<file path="src/rtl/mmcm_reset_sequencer_pkg.sv">
// Shared definitions for the MMCM reset sequencer: state encodings and a
// helper used to size the shared timer.
package mmcm_reset_sequencer_pkg;

    typedef enum logic [1:0] {
        S_MMCM_RST  = 2'd0,
        S_WAIT_LOCK = 2'd1,
        S_STABLE    = 2'd2,
        S_RUN       = 2'd3
    } state_t;

    function automatic int unsigned max3(input int unsigned a,
                                         input int unsigned b,
                                         input int unsigned c);
        int unsigned m;
        m = (a > b) ? a : b;
        return (m > c) ? m : c;
    endfunction

endpackage

</file>
<file path="src/rtl/mmcm_reset_sequencer_sync.sv">
// N-stage flop synchronizer for a single asynchronous bit; resets to 0.
module sync_bit #(
    parameter int unsigned STAGES = 2
) (
    input  logic clk,
    input  logic rst_n,
    input  logic i_d,
    output logic o_q
);

    (* ASYNC_REG = "TRUE" *) logic [STAGES-1:0] r_sync;

    always_ff @(posedge clk or negedge rst_n) begin
        if (!rst_n) begin
            r_sync <= '0;
        end else begin
            r_sync <= {r_sync[STAGES-2:0], i_d};
        end
    end

    assign o_q = r_sync[STAGES-1];

endmodule

</file>
<file path="src/rtl/mmcm_reset_sequencer.sv">
// Sequences MMCM reset, qualifies lock for a stability window and releases the
// design-wide reset; retries on lock timeout and re-sequences on lock loss.
module mmcm_reset_sequencer
    import mmcm_reset_sequencer_pkg::*;
#(
    parameter int unsigned SYNC_STAGES         = 3,
    parameter int unsigned MMCM_RST_CYCLES     = 16,
    parameter int unsigned LOCK_STABLE_CYCLES  = 256,
    parameter int unsigned LOCK_TIMEOUT_CYCLES = 65536,
    parameter int unsigned CNT_WIDTH           = 8
) (
    input  logic                 clk,
    input  logic                 rst_n,
    input  logic                 mmcm_locked,
    output logic                 mmcm_rst,
    output logic                 rst_out,
    output logic                 ready,
    output logic [CNT_WIDTH-1:0] retry_count,
    output logic [CNT_WIDTH-1:0] lock_loss_count,
    output logic [1:0]           state
);

    localparam int unsigned TMR_W =
        $clog2(max3(MMCM_RST_CYCLES, LOCK_STABLE_CYCLES, LOCK_TIMEOUT_CYCLES) + 1);

    localparam logic [TMR_W-1:0] RST_LAST     = TMR_W'(MMCM_RST_CYCLES - 1);
    localparam logic [TMR_W-1:0] STABLE_LAST  = TMR_W'(LOCK_STABLE_CYCLES - 1);
    localparam logic [TMR_W-1:0] TIMEOUT_LAST = TMR_W'(LOCK_TIMEOUT_CYCLES - 1);

    logic                 w_locked_s;
    state_t               r_state;
    state_t               w_next;
    logic [TMR_W-1:0]     r_timer;
    logic [TMR_W-1:0]     w_timer_next;
    logic                 w_retry_inc;
    logic                 w_loss_inc;
    logic                 r_mmcm_rst;
    logic                 r_rst_out;
    logic                 r_ready;
    logic [CNT_WIDTH-1:0] r_retry;
    logic [CNT_WIDTH-1:0] r_loss;

    sync_bit #(
        .STAGES (SYNC_STAGES)
    ) u_lock_sync (
        .clk   (clk),
        .rst_n (rst_n),
        .i_d   (mmcm_locked),
        .o_q   (w_locked_s)
    );

    // Timer counts elapsed cycles in the current state and is cleared on every
    // state entry, so its reset value of 0 also starts the first reset pulse.
    always_comb begin
        w_next       = r_state;
        w_retry_inc  = 1'b0;
        w_loss_inc   = 1'b0;
        w_timer_next = (r_timer == '1) ? r_timer : r_timer + 1'b1;

        unique case (r_state)
            S_MMCM_RST: begin
                if (r_timer == RST_LAST) begin
                    w_next = S_WAIT_LOCK;
                end
            end
            S_WAIT_LOCK: begin
                if (w_locked_s) begin
                    w_next = S_STABLE;
                end else if (r_timer == TIMEOUT_LAST) begin
                    w_next      = S_MMCM_RST;
                    w_retry_inc = 1'b1;
                end
            end
            S_STABLE: begin
                if (!w_locked_s) begin
                    w_next = S_WAIT_LOCK;
                end else if (r_timer == STABLE_LAST) begin
                    w_next = S_RUN;
                end
            end
            S_RUN: begin
                if (!w_locked_s) begin
                    w_next     = S_MMCM_RST;
                    w_loss_inc = 1'b1;
                end
            end
        endcase

        if (w_next != r_state) begin
            w_timer_next = '0;
        end
    end

    always_ff @(posedge clk or negedge rst_n) begin
        if (!rst_n) begin
            r_state    <= S_MMCM_RST;
            r_timer    <= '0;
            r_mmcm_rst <= 1'b1;
            r_rst_out  <= 1'b1;
            r_ready    <= 1'b0;
            r_retry    <= '0;
            r_loss     <= '0;
        end else begin
            r_state    <= w_next;
            r_timer    <= w_timer_next;
            r_mmcm_rst <= (w_next == S_MMCM_RST);
            r_rst_out  <= (w_next != S_RUN);
            r_ready    <= (w_next == S_RUN);
            if (w_retry_inc && (r_retry != '1)) begin
                r_retry <= r_retry + 1'b1;
            end
            if (w_loss_inc && (r_loss != '1)) begin
                r_loss <= r_loss + 1'b1;
            end
        end
    end

    assign mmcm_rst        = r_mmcm_rst;
    assign rst_out         = r_rst_out;
    assign ready           = r_ready;
    assign retry_count     = r_retry;
    assign lock_loss_count = r_loss;
    assign state           = r_state;

endmodule

</file>
<file path="config.mk">
export PLATFORM = sky130hd
export DESIGN_NAME = mmcm_reset_sequencer
export DESIGN_NICKNAME = d
export VERILOG_FILES = /design/src/rtl/mmcm_reset_sequencer_pkg.sv /design/src/rtl/mmcm_reset_sequencer_sync.sv /design/src/rtl/mmcm_reset_sequencer.sv
export SDC_FILE = /design/constraint.sdc
export NUM_CORES = 1
export LEC_CHECK = 0
export ABC_CLOCK_PERIOD_IN_PS = 2600
export CAP_MARGIN = 10
export CORE_MARGIN = 4
export CORE_UTILIZATION = 55
export DETAILED_ROUTE_END_ITERATION = 12
export PLACE_DENSITY = 0.79
export SETUP_SLACK_MARGIN = 0.15
export SLEW_MARGIN = 20
export SYNTH_ARGS = -nofsm -noshare
export SYNTH_HDL_FRONTEND = slang
export SYNTH_SLANG_ARGS = --single-unit
</file>
<file path="constraint.sdc">
create_clock -name clk -period 2.6 [get_ports clk]
set_input_delay 0.52 -clock clk [delete_from_list [all_inputs] [get_ports clk]]
set_output_delay 0.52 -clock clk [all_outputs]
set_load 0.02 [all_outputs]
</file>
==> results of run 1 <==
[worst reg2reg max path, cell delays in order, from the launching register on]
cell	delay [ps]
dfrtp_1	420
and4_1	250
and3_1	200
and4_1	210
ha_1	290
and4b_1	440
nand4_1	160
xor2_1	190
nor2_1	60
[registers in the layout (all words and copies together), names as in the netlist]
name	flops
retry_count	8
state	2
u_lock_sync.r_sync	3
ready	1
lock_loss_count	8
mmcm_rst	1
rst_out	1
r_timer	17
[kinds of logic after synthesis]
logic type | synth area share
AND/OR/NAND/NOR | 0.228
flip-flops | 0.516
XOR/XNOR | 0.123
AO/OA/AOI/OAI | 0.0502
buffers and inverters | 0.0245
multiplexers | 0.0270
adder cells (fa/ha/maj) | 0.0314
[metal layers]
metal,routed length [µm],global-route usage,part of all wire
met5,0,0,0
met4,44,0.0943,0.012
met3,201,0.0443,0.053
met2,1830,0.280,0.48
met1,1720,0.253,0.45
[path summary, 6_finish.rpt]
check	endpoint	slack (ps)	startpoint
worst max-delay path	r_timer[10]$_DFFE_PN0P_	260	r_timer[12]$_DFFE_PN0P_
worst min-delay path	r_timer[2]$_DFFE_PN0P_	280	rst_n
worst max register to register	r_timer[10]$_DFFE_PN0P_	260	r_timer[12]$_DFFE_PN0P_
worst min register to register	u_lock_sync.r_sync[1]$_DFF_PN0_	370	u_lock_sync.r_sync[0]$_DFF_PN0_
max in group asynchronous	r_timer[9]$_DFFE_PN0P_	1710	rst_n
min in group clk	u_lock_sync.r_sync[1]$_DFF_PN0_	370	u_lock_sync.r_sync[0]$_DFF_PN0_
[what timing repair did]
action / 4_1_cts / 5_1_grt
resized for setup: 0 / 5
buffers inserted: 0 / 2
endpoints found under the setup margin: 0 / 13
[layout make-up]
cell class                      instances  area [µm²]
Fill cell                             273        1050
Sequential cell                        41        1030
Multi-Input combinational cell        135         925
Timing Repair Buffer                   26         248
Tap cell                               46        57.6
Clock buffer                            7        55.1
Clock inverter                          1        30.0
Inverter                                5        18.8
[per-stage QoR]
stage	setup WS [ps]	util	std cells	cell area [µm²]
after floorplan	327	-	187	1990
after detailed placement	244	0.660	251	2250
after global placement	316	0.660	251	2250
after global routing	146	0.692	261	2360
after CTS	225	0.685	259	2340
final	255	0.692	261	2360
[power breakdown]
| part | internal [mW] | leakage [nW] | switching (mW) |
|---|---|---|---|
| Combinational | 0.188 | 0.470 | 0.210 |
| Clock | 0.230 | 0.0455 | 0.196 |
| Sequential | 0.716 | 0.547 | 0.0998 |
[synth_stat cells (all sizes together)]
cell type,count
nor2b,3
nand3b,1
o21bai,2
ha,5
a32o,1
and4b,1
and2,2
o31ai,1
nor4,2
or4,1
nand3,10
xor2,14
inv,5
clkbuf,5
o22ai,1
and3,5
xnor2,14
mux2i,2
and4,3
and3b,3
mux2,3
or3,2
nor4bb,1
dfrtp,39
nand4,13
o21a,3
nand2,8
nor2,24
nand2b,1
o21ai,4
nor3,4
a21oi,1
dfstp,2
buf,1
==> flow_summary_export.csv, run 1 <==
group,metric,value,unit
sta,setup_viol,0,
route,firstDrtPassIters,4,
route,drc,0,
synth,syn_area_per_cell,10.7,µm²
floorplan,design.core.area,3420,µm²
cts,clockRootBuffer,"clkbuf_4",
synth,synth_top_cell_by_area,"dfrtp_1",
synth,ys_top_cells_by_area,"dfrtp_1, xnor2_1, xor2_1, nor2_1, nand4_1",
run,maxCapViolations,0,
global_routing,grt_first_pass_wirelength,6.46,mm
setup_path,start_kind,"flip-flop",
final_layout,layout_common_cells,"dfrtp_1, nor2_1, clkdlybuf4s50_1",
cts,clk_pin_slew,110,ps
setup_path,critPathSlowestCell,"and4b_1",
cts,ctsHoldBuffers,0,
pwr,power,1.64,mW
synth,ys_warn_count,0,
placed_design,gp_congestion,0.804,
route,dr.first_iter.drc_count,106,
cts,clk_latency,350,ps
sta,max_slew_margin,0.411,
sta,rsz0062_at_grt,"no",
setup_path,cp_slowest_stage_delay,440,ps
final_layout,area_delta_synth_final,18.6,%
synth,ys_ff_latch,41,
sta,worst-slew-pin-transition,884,ps
floorplan,chipWidth,68.2,µm
sta,min_period,2340,ps
sta,hold_viol,0,
setup_path,cp_cell_sequence,"and4_1, and3_1, and4_1, ha_1, and4b_1, nand4_1, xor2_1, nor2_1",
placed_design,portBuffers,23,
final_layout,drive_above_1_share,0.102,
setup_path,cp.required,2810,ps
sta,setup_tns,0,ps
setup_path,reg2reg_depth,8,
synth,synthCells,187,
floorplan,dieArea,4650,µm²
cts,cts_tree,"done",
synth,ys_types,36,
synth,synth_area,1990,µm²
floorplan,io_pins,24,
floorplan,die-height,68.2,µm
hold_path,worstHoldPathType,"in -> async",
setup_path,path_buf_inv,0,
global_routing,antenna_found_initial,0,
final_layout,final_common_cell,"dfrtp_1",
sta,slew_violations,0,
sta,max_freq,427,MHz
global_routing,grt_pass1_vias,1404,
cts,clock_path_buffers,2,
final_layout,final_nets,222,
setup_path,endpoint_kind,"flip-flop",
pwr,p_per_area,694,nW/µm²
final_layout,diodes,0,
setup_path,cp.depth,8,
route,vias,1474,
setup_path,path_class,"reg -> reg",
cts,htreeDepth,2,
status,status,"complete, no violations",
route,viasPerCell,5.65,
route,drt-total-wl,3.79,mm
pwr,leakagePower,1.06,nW
setup_path,crit_family,"simple AND/OR/NAND/NOR gates",
pwr,ir_drop,0.456,mV
sta,fin_crit_sh,0.902,
sta,hold_slack,282,ps
floorplan,rows,21,
synth,syn_nets,195,
setup_path,crit_fanout,8,
cts,clock-sinks,41,
global_routing,overflow,0,
global_routing,grt_usage,0.187,
setup_path,arrival,2560,ps
floorplan,initial_core_util,0.584,
route,ant_nets,0,
sta,skew,10.4,ps
route,wl_per_cell,14.5,µm
synth,yosysSeqAreaShare,0.516,
placed_design,dp_hpwl,2.62,mm
cts,cts_buffers,5,
synth,synth_top_area_frac,0.490,
setup_path,path_common_cell,"and4_1",
global_routing,grt_max_degree,42,
(Power assumes the default switching activity.)
==> inputs of run 2 (changes only) <==
- GPL_TIMING_DRIVEN: not set -> 1
==> results of run 2 <==
Same layout as run 1: the final DEF is identical, and so are final timing and power.
==> inputs of run 3 (changes only) <==
- CORE_UTILIZATION: 55 -> 46
- PLACE_DENSITY: 0.79 -> 0.68
==> run 3 against run 2 <==
Compared with the run above: routed wire length is 1.6% lower; sequential share of layout area is 0.37 points higher; die area is 17% higher; clock power is 7.5% lower; maximum frequency is 1.9% higher; global-route usage is 2.3 points lower; clock skew is 1.8 ps lower; cell count is 0.77% higher; critical path type unchanged; largest power group unchanged.
==> flow_summary_export.csv, run 3 (synthesized netlist as in run 1, its figures left out) <==
group,metric,value,unit
status,status,"complete, no violations",
final_layout,instances_no_fill,263,
floorplan,io_pins,24,
final_layout,layout_common_cells,"dfrtp_1, nor2_1, clkdlybuf4s50_1",
final_layout,final_nets,220,
floorplan,rows,23,
placed_design,gp_congestion,0.846,
final_layout,largest_register_ff_count,17,
sta,rsz0062_at_grt,"yes",
cts,clockRootBuffer,"clkbuf_8",
route,vias,1424,
final_layout,drive_above_1_share,0.0751,
global_routing,grt_max_degree,42,
cts,clk_pin_slew,70,ps
global_routing,grt_first_pass_wirelength,6.74,mm
sta,slew_violations,0,
sta,fin_crit_sh,0.885,
setup_path,crit_fanout,8,
run,maxCapViolations,0,
pwr,leakagePower,1.05,nW
global_routing,grt_usage,0.164,
floorplan,design.core.area,4090,µm²
route,wl_per_cell,14.2,µm
global_routing,overflow,0,
final_layout,final_common_cell,"dfrtp_1",
setup_path,rrSetupSlack,300,ps
floorplan,chipWidth,73.8,µm
cts,cts_tree,"done",
final_layout,diodes,0,
placed_design,portBuffers,23,
cts,clk_latency,290,ps
cts,cts_buffers,5,
setup_path,rr_startpoint,"r_timer[9]$_DFFE_PN0P_",
sta,worst-slew-pin-transition,873,ps
final_layout,area_delta_synth_final,17.5,%
setup_path,endpoint_kind,"flip-flop",
cts,clock_path_buffers,2,
sta,setup_viol,0,
route,firstDrtPassIters,4,
sta,max_slew_margin,0.418,
sta,hold_viol,0,
sta,min_period,2300,ps
placed_design,place_ws,241,ps
setup_path,start_kind,"flip-flop",
pwr,ir_drop,0.358,mV
final_layout,fin_util,0.573,
route,ant_nets,0,
pwr,power,1.60,mW
pwr,p_per_area,685,nW/µm²
cts,clock-sinks,41,
setup_path,cp.required,2780,ps
setup_path,arrival,2480,ps
floorplan,initial_core_util,0.488,
route,drc,0,
route,viasPerCell,5.41,
setup_path,reg2reg_depth,7,
sta,max_freq,434,MHz
hold_path,worstHoldPathType,"in -> async",
global_routing,grt_pass1_vias,1446,
floorplan,dieArea,5450,µm²
setup_path,r2r_end,"retry_count[1]$_DFFE_PN0P_",
setup_path,path_class,"reg -> reg",
sta,finalWorstSetupSlack,298,ps
sta,skew,8.63,ps
final_layout,top_register,"r_timer",
placed_design,dp_hpwl,2.62,mm
sta,hold_slack,343,ps
final_layout,fillers,366,
global_routing,antenna_found_initial,0,
placed_design,placed_area,2260,µm²
cts,htreeDepth,2,
final_layout,stdcell_area,2340,µm²
placed_design,dp.cells,255,
route,dr.first_iter.drc_count,94,
floorplan,die-height,73.8,µm
sta,setup_tns,0,ps
route,drt-total-wl,3.73,mm
==> run 3: timing repair <==
action                                 in CTS  in global routing
resized for setup                           0                  3
setup endpoints to repair                   0                 21
hold buffers                                0                  0
endpoints found under the hold margin       0                  0
buffers inserted                            0                  0
==> run 3: worst max-delay path by stage <==
stage | from | end | slack (ps) | cells past startpoint
CTS | r_timer[11]$_DFFE_PN0P_ | r_timer[11]$_DFFE_PN0P_ | 220 | 8
floorplan | r_timer[9]$_DFFE_PN0P_ | retry_count[1]$_DFFE_PN0P_ | 330 | 8
global route | r_timer[12]$_DFFE_PN0P_ | r_timer[11]$_DFFE_PN0P_ | 140 | 8
finish | r_timer[9]$_DFFE_PN0P_ | retry_count[1]$_DFFE_PN0P_ | 300 | 7
global placement | r_timer[9]$_DFFE_PN0P_ | retry_count[1]$_DFFE_PN0P_ | 320 | 7
detailed placement | r_timer[11]$_DFFE_PN0P_ | r_timer[11]$_DFFE_PN0P_ | 240 | 8
==> run 3: critical path: stages (launching register included) <==
cell and delay (ps):
dfrtp_1 440, and4_1 270, and3_1 190, and4_1 230, ha_1 190, nor4bb_1 280
o21a_2 260, mux2_2 350
==> run 3: area by class of cell <==
class                   count  area [µm²]  area share
multi-input cells         135         918       0.392
well taps                  50        62.6      0.0267
clock buffers               8        80.1      0.0342
flip-flops and latches     41        1030       0.439
inverters                   5        18.8     0.00802
repair buffers             24         233      0.0994
==> run 3: routing by layer <==
metal / up-vias / routed length [µm] / track usage
met5: - / 0 / 0
met4: 0 / 93 / 0.0704
met3: 7 / 189 / 0.0561
met2: 33 / 1760 / 0.246
met1: 682 / 1690 / 0.215
li1: 702 / - / -
==> run 3: power by group <==
part	total, mW	switching, mW	internal [mW]
Clock	0.394	0.203	0.191
Sequential	0.815	0.0981	0.717
Combinational	0.396	0.210	0.186
